### src/rtl/issue_queue.sv
// issue_queue: in-order issue buffer between decode and the RS / SLB.
//
// Decoded instructions are written at the tail with their operands resolved
// from the RF tags, the ROB lookup and the CDBs of the same cycle. Queued
// operands that are still pending keep snooping the CDBs every cycle. The
// head entry is offered to the RS (or the SLB for load/store ops). It pops
// only when the ROB and the selected target can both take it.
//
// Ports
//   clk, rst (sync, active-low), rdy (global enable), flush
//   in_*       : decoded instruction and RF operand state; in_ready back
//   rob_rs*_*  : ROB result lookup for the in_qj/in_qk tags
//   cdb_*      : NCDB flattened broadcast buses
//   *_full     : target backpressure; next_robid is the ROB tail id
//   *_send_enable, send_robid : dispatch strobes / allocated ROB id
//   out_*, vj/qj/rj, vk/qk/rk : head instruction with same-cycle CDB bypass
module issue_queue #(
  parameter int DEPTH        = 4,
  parameter int ROB_SIZE_LOG = 4,
  parameter int OP_SIZE_LOG  = 6,
  parameter int NCDB         = 2,
  parameter int LS_OP_LO     = 10,
  parameter int LS_OP_HI     = 17
) (
  input  logic                         clk,
  input  logic                         rst,
  input  logic                         rdy,
  input  logic                         flush,
  input  logic                         in_valid,
  output logic                         in_ready,
  input  logic [OP_SIZE_LOG-1:0]       in_op,
  input  logic [4:0]                   in_rd,
  input  logic [31:0]                  in_imm,
  input  logic [31:0]                  in_pc,
  input  logic [31:0]                  in_vj,
  input  logic [31:0]                  in_vk,
  input  logic [ROB_SIZE_LOG-1:0]      in_qj,
  input  logic [ROB_SIZE_LOG-1:0]      in_qk,
  input  logic                         in_rj,
  input  logic                         in_rk,
  input  logic                         rob_rs1_ready,
  input  logic                         rob_rs2_ready,
  input  logic [31:0]                  rob_rs1_value,
  input  logic [31:0]                  rob_rs2_value,
  input  logic [NCDB-1:0]              cdb_valid,
  input  logic [NCDB*ROB_SIZE_LOG-1:0] cdb_robid,
  input  logic [NCDB*32-1:0]           cdb_value,
  input  logic                         rob_full,
  input  logic                         rs_full,
  input  logic                         slb_full,
  input  logic [ROB_SIZE_LOG-1:0]      next_robid,
  output logic                         rob_send_enable,
  output logic                         rf_send_enable,
  output logic                         rs_send_enable,
  output logic                         slb_send_enable,
  output logic [ROB_SIZE_LOG-1:0]      send_robid,
  output logic [OP_SIZE_LOG-1:0]       out_op,
  output logic [4:0]                   out_rd,
  output logic [31:0]                  out_imm,
  output logic [31:0]                  out_pc,
  output logic [31:0]                  vj,
  output logic [ROB_SIZE_LOG-1:0]      qj,
  output logic                         rj,
  output logic [31:0]                  vk,
  output logic [ROB_SIZE_LOG-1:0]      qk,
  output logic                         rk
);
  localparam int AW = $clog2(DEPTH);
  localparam int CW = AW + 1;

  typedef struct packed {
    logic [OP_SIZE_LOG-1:0]  op;
    logic [4:0]              rd;
    logic [31:0]             imm;
    logic [31:0]             pc;
    logic [31:0]             vj;
    logic [ROB_SIZE_LOG-1:0] qj;
    logic                    rj;
    logic [31:0]             vk;
    logic [ROB_SIZE_LOG-1:0] qk;
    logic                    rk;
  } entry_t;

  logic [AW-1:0] head_q, head_d, tail_q, tail_d;
  logic [CW-1:0] count_q, count_d;
  entry_t        ent_arr [DEPTH];
  entry_t        enq_ent, head_ent;
  logic          push, pop, nonempty, head_live, is_ls;
  logic [32:0]   enq_j_hit, enq_k_hit, head_j_hit, head_k_hit;

  // {hit, value} for a tag; scanning downward lets the lowest bus win.
  function automatic logic [32:0] cdb_lookup(input logic [ROB_SIZE_LOG-1:0] tag);
    logic [32:0] res;
    res = '0;
    for (int i = NCDB - 1; i >= 0; i--) begin
      if (cdb_valid[i] && cdb_robid[i*ROB_SIZE_LOG +: ROB_SIZE_LOG] == tag)
        res = {1'b1, cdb_value[i*32 +: 32]};
    end
    return res;
  endfunction

  // Operand resolution for the incoming instruction.
  always_comb begin
    enq_j_hit   = cdb_lookup(in_qj);
    enq_k_hit   = cdb_lookup(in_qk);
    enq_ent     = '0;
    enq_ent.op  = in_op;
    enq_ent.rd  = in_rd;
    enq_ent.imm = in_imm;
    enq_ent.pc  = in_pc;
    enq_ent.qj  = in_qj;
    enq_ent.qk  = in_qk;
    enq_ent.vj  = in_rj ? in_vj : rob_rs1_value;
    enq_ent.rj  = in_rj | rob_rs1_ready;
    enq_ent.vk  = in_rk ? in_vk : rob_rs2_value;
    enq_ent.rk  = in_rk | rob_rs2_ready;
    if (!enq_ent.rj && enq_j_hit[32]) begin
      enq_ent.vj = enq_j_hit[31:0];
      enq_ent.rj = 1'b1;
    end
    if (!enq_ent.rk && enq_k_hit[32]) begin
      enq_ent.vk = enq_k_hit[31:0];
      enq_ent.rk = 1'b1;
    end
  end

  // Head view, dispatch decision and handshakes.
  always_comb begin
    nonempty   = (count_q != '0);
    head_live  = rst && nonempty;
    head_ent   = ent_arr[head_q];
    head_j_hit = cdb_lookup(head_ent.qj);
    head_k_hit = cdb_lookup(head_ent.qk);
    is_ls      = (head_ent.op >= OP_SIZE_LOG'(LS_OP_LO)) &&
                 (head_ent.op <= OP_SIZE_LOG'(LS_OP_HI));
    pop        = rst && rdy && !flush && nonempty && !rob_full &&
                 (is_ls ? !slb_full : !rs_full);
    // A full queue refuses even when the head leaves in the same cycle.
    in_ready   = rst && rdy && !flush && (count_q != CW'(DEPTH));
    push       = in_valid && in_ready;

    rob_send_enable = pop;
    rf_send_enable  = pop;
    rs_send_enable  = pop && !is_ls;
    slb_send_enable = pop && is_ls;
    send_robid      = pop ? next_robid : '0;

    out_op  = '0;
    out_rd  = '0;
    out_imm = '0;
    out_pc  = '0;
    vj      = '0;
    qj      = '0;
    rj      = 1'b0;
    vk      = '0;
    qk      = '0;
    rk      = 1'b0;
    if (head_live) begin
      out_op  = head_ent.op;
      out_rd  = head_ent.rd;
      out_imm = head_ent.imm;
      out_pc  = head_ent.pc;
      qj      = head_ent.qj;
      qk      = head_ent.qk;
      // Same-cycle bypass so a broadcast during dispatch is not lost.
      rj      = head_ent.rj | head_j_hit[32];
      vj      = (!head_ent.rj && head_j_hit[32]) ? head_j_hit[31:0] : head_ent.vj;
      rk      = head_ent.rk | head_k_hit[32];
      vk      = (!head_ent.rk && head_k_hit[32]) ? head_k_hit[31:0] : head_ent.vk;
    end
  end

  always_comb begin
    head_d  = head_q + AW'(pop);
    tail_d  = tail_q + AW'(push);
    count_d = count_q;
    case ({push, pop})
      2'b10:   count_d = count_q + CW'(1);
      2'b01:   count_d = count_q - CW'(1);
      default: count_d = count_q;
    endcase
  end

  always_ff @(posedge clk) begin
    if (!rst) begin
      head_q  <= '0;
      tail_q  <= '0;
      count_q <= '0;
    end else if (rdy) begin
      if (flush) begin
        head_q  <= '0;
        tail_q  <= '0;
        count_q <= '0;
      end else begin
        head_q  <= head_d;
        tail_q  <= tail_d;
        count_q <= count_d;
      end
    end
  end

  // One storage slot per entry: CDB snoop on pending operands, write at tail.
  for (genvar gi = 0; gi < DEPTH; gi++) begin : g_ent
    entry_t      ent_q, ent_d;
    logic        valid_q, valid_d;
    logic [32:0] j_hit, k_hit;

    always_comb begin
      ent_d   = ent_q;
      valid_d = valid_q;
      j_hit   = cdb_lookup(ent_q.qj);
      k_hit   = cdb_lookup(ent_q.qk);
      if (valid_q && !ent_q.rj && j_hit[32]) begin
        ent_d.vj = j_hit[31:0];
        ent_d.rj = 1'b1;
      end
      if (valid_q && !ent_q.rk && k_hit[32]) begin
        ent_d.vk = k_hit[31:0];
        ent_d.rk = 1'b1;
      end
      if (pop && head_q == AW'(gi))
        valid_d = 1'b0;
      if (push && tail_q == AW'(gi)) begin
        ent_d   = enq_ent;
        valid_d = 1'b1;
      end
    end

    always_ff @(posedge clk) begin
      if (!rst)
        valid_q <= 1'b0;
      else if (rdy)
        valid_q <= flush ? 1'b0 : valid_d;
    end

    // Payload needs no reset: it is only observed while counted as occupied.
    always_ff @(posedge clk) begin
      if (rdy)
        ent_q <= ent_d;
    end

    assign ent_arr[gi] = ent_q;
  end
endmodule

### config.mk
export PLATFORM = sky130hd
export DESIGN_NAME = issue_queue
export DESIGN_NICKNAME = d
export VERILOG_FILES = /design/src/rtl/issue_queue.sv
export SDC_FILE = /design/constraint.sdc
export NUM_CORES = 1
export LEC_CHECK = 0
export CAP_MARGIN = 30
export CORE_MARGIN = 2
export CORE_UTILIZATION = 35
export CTS_BUF_LIST = sky130_fd_sc_hd__clkbuf_8
export CTS_CLUSTER_SIZE = 10
export DETAILED_ROUTE_END_ITERATION = 8
export PLACE_DENSITY = 0.56
export SYNTH_ARGS = -nofsm -noshare
export SYNTH_HDL_FRONTEND = slang
export SYNTH_SLANG_ARGS = --single-unit
### constraint.sdc
create_clock -name clk -period 6.6 [get_ports clk]
set_input_delay 1.32 -clock clk [delete_from_list [all_inputs] [get_ports clk]]
set_output_delay 1.32 -clock clk [all_outputs]
set_load 0.05 [all_outputs]
==> summary.txt <==
Synthesis
  • Synth async-reset ratio: 0
  • Mapped cell area: 33060 um2
  • Yosys reg bits: 607
  • Synth Net Count: 2802
  • Most used DFF post-synth: edfxtp_1
  • Synth top area cells: edfxtp_1 (54%), mux4_2 (10%), a221oi_1 (5.9%)
  • Post-synthesis sequential area ratio: 0.5481
  • EDFF count, synth: 596
  • Top cells by count, synth: edfxtp_1 (596), clkbuf_1 (266), a21oi_1 (261)
  • Synth unique cells: 59
  • Syn Inst Count: 2498
  • Area share of the largest cell type after synthesis: 0.5414
  • Syn avg cell area: 13.23 um2
  • Ys Warns: 0
  • Cell taking the most area after synthesis: edfxtp_1
  • Top-count cell post-synth: edfxtp_1

Die
  • Placement Rows: 112
  • Initial Util: 0.3537
  • Die area: 96920 um2
  • Core ar.: 93470 um2
  • Die width: 311.3 um
  • Die height: 311.3 um
  • Boundary Pins: 459

GRT
  • Initial antenna violation count: 13
  • Largest net degree at the start of global routing: 155
  • First-pass GRT wire length: 179300 um
  • Overall routing resource usage: 0.2471
  • Vias in the first global route: 26516
  • Overflow after GRT: 0

Placed design
  • Inst Count DP: 3968
  • Worst slack, placed: 0.6917 ns
  • HPWL Detailed: 75520 um
  • Placer Congestion: 0.9075
  • PortBufs: 458

Clock network
  • CTS Hold Bufs: 0
  • Post-CTS Setup Bufs: 0
  • CTS tree: yes
  • CTS root buf: clkbuf_8
  • Clock buffer depth: 3
  • Clock sink total: 607
  • Clock Latency Late Sink: 0.74 ns
  • Number of CTS-inserted buffers: 104
  • Clock-pin slew on the worst setup and hold paths: 0.06 ns
  • Post-cts sizing count: 0
  • CTS H-tree depth: 3

STA
  • Final hold slack: 0.4997 ns
  • Slew at the pin closest to its max-slew limit: 1.142 ns
  • Final setup TNS: 0 ns
  • Final worst slack: 0.5573 ns
  • Slew HR: 0.2370
  • Period utilization: 0.9156
  • RSZ-0062 raised after global routing: no
  • Final hold violations: 0
  • Final setup viols: 0
  • Pins over their slew limit: 0
  • Fin crit period: 6.043 ns
  • Fmax achieved: 0.1655 GHz
  • Clk_skew: 0.05394 ns

Routing
  • Post-route DRC: 1
  • DR vias/cell: 6.265
  • Routed len/inst: 29.81 um
  • Drt total wl: 123800 um
  • Vias: 26013
  • Initial DRC count: 3155
  • Final ANT Viol Nets: 0
  • DR pass1 iterations: 9

Job
  • Max-cap violation count: 0

Power and ir drop
  • VDD IR-drop max: 0.1733 mV
  • Switching part of the total: 0.2559
  • Clock network fraction of total power: 0.385
  • Pwr/cell area: 204.0 nW/um2
  • Sequential Power Share: 0.501
  • Combinational Power Share: 0.114
  • Leak: 13.48 nW
  • Net switching power: 2.170 mW
  • Internal Power: 6.310 mW

Min path
  • Worst min path class: register to register

Worst setup path
  • Worst Path Max Fanout: 36
  • Crit-path slowest cell: dfxtp_4
  • Slowest stage delay, CP: 0.81 ns
  • Critical-path cell list: mux4_2 > xnor2_1 > and2_2 > buf_4 > a21boi_0 > a2111oi_0 > a211oi_1 > buf_12
  • Crit path kind: register to output port
  • Crit. End Element: output port
  • Worst EP required: 5.28 ns
  • Crit start category: register
  • Critical Path AT: 4.72 ns

Cells and area
  • Final Non-Filler Cells: 4152
  • Share of cells above drive strength 1: 0.1843
  • Post-layout util: 0.4447
  • Syn-to-layout area delta: 25.75%
  • Layout fillers: 8440
  • Final net count: 3125

Outcome
  • Failing checks: DRC
  • Status: finished, violations left
==> through the flow <==
stage               area, um2  power, mW
finish                  41570      8.480
global route            41560      8.769
CTS                     41530      8.550
detailed placement      39610      5.278
global placement        39410      5.251
floorplan               33060      4.805
==> power by group through the flow <==
stage          Clock, mW  Combinational (mW)  Sequential [mW]
4_1_cts             3.35               0.957             4.25
3_5_place_dp           0               0.953             4.33
5_1_grt             3.51                1.02             4.24
2_1_floorplan          0               0.480             4.33
6_report            3.27               0.968             4.25
3_3_place_gp           0               0.927             4.32
==> critical path: cells and delay by family (launching register included) <==
family	cells	cell delay [ns]
XOR/XNOR	1	0.15
multiplexers	1	0.67
AND/OR/NAND/NOR	1	0.60
flip-flops	1	0.81
buffers and inverters	2	0.71
AO/OA/AOI/OAI	3	1.04
==> layout make-up <==
cell class	count	area, um2	share of cell area
sequential	607	18120	0.4360
multi-input combinational	1494	13620	0.3277
timing repair buffer	532	6007	0.1445
tap	1254	1569	0.03774
clock buffer	104	1431	0.03443
clock inverter	73	486.7	0.01171
inverter	82	312.8	0.007525
antenna	6	15.01	0.0003612
==> path summary, 6_finish.rpt <==
kind / endpoint / slack (ns) / depth (start not counted) / startpoint
worst max-delay path: vk[4] / 0.56 / 8 / head_q[0]
worst min-delay path: g_ent[2].valid_q / 0.50 / 2 / g_ent[2].valid_q
worst max register to register: count_q[2] / 3.12 / 13 / head_q[0]
worst min register to register: g_ent[2].valid_q / 0.50 / 2 / g_ent[2].valid_q
==> layer usage <==
| layer | share of wire | wire, um | vias up | track usage |
|---|---|---|---|---|
| li1 | - | - | 10805 | - |
| met1 | 0.38 | 47220 | 13039 | 0.3118 |
| met2 | 0.47 | 58410 | 1793 | 0.4020 |
| met3 | 0.11 | 13210 | 360 | 0.06549 |
| met4 | 0.039 | 4835 | 16 | 0.1027 |
| met5 | 0.00086 | 106 | - | 0 |
==> cells by family (layout without fill, tap and decap cells) <==
kind of cell             Yosys count  after routing  synth area share
AND/OR/NAND/NOR                  270            270           0.04769
other                              0              6                 0
flip-flops                       607            607            0.5481
multiplexers                     309            309            0.1524
AO/OA/AOI/OAI                    816            816            0.1786
XOR/XNOR                          96             96           0.02544
buffers and inverters            397            791           0.04671
adder cells (fa/ha/maj)            3              3          0.001136
==> placed cells by master, fill, tap and decap left out, drive strengths merged, types with 64 or more instances in the layout <==
cell type,instances
mux4,149
a22o,64
mux2,64
xor2,69
a221oi,224
a211oi,68
and3,67
nor2b,89
mux2i,96
buf,142
clkbuf,104
a21oi,261
a2111oi,65
edfxtp,596
a21boi,64
inv,118
clkdlybuf4s50,390
==> state kept, by name, summed over array words and instances, names as in the netlist <==
register,flops
g_ent.valid_q,4
tail_q,2
count_q,3
head_q,2
ent_arr,596
Power figures use the tool's default switching activity.
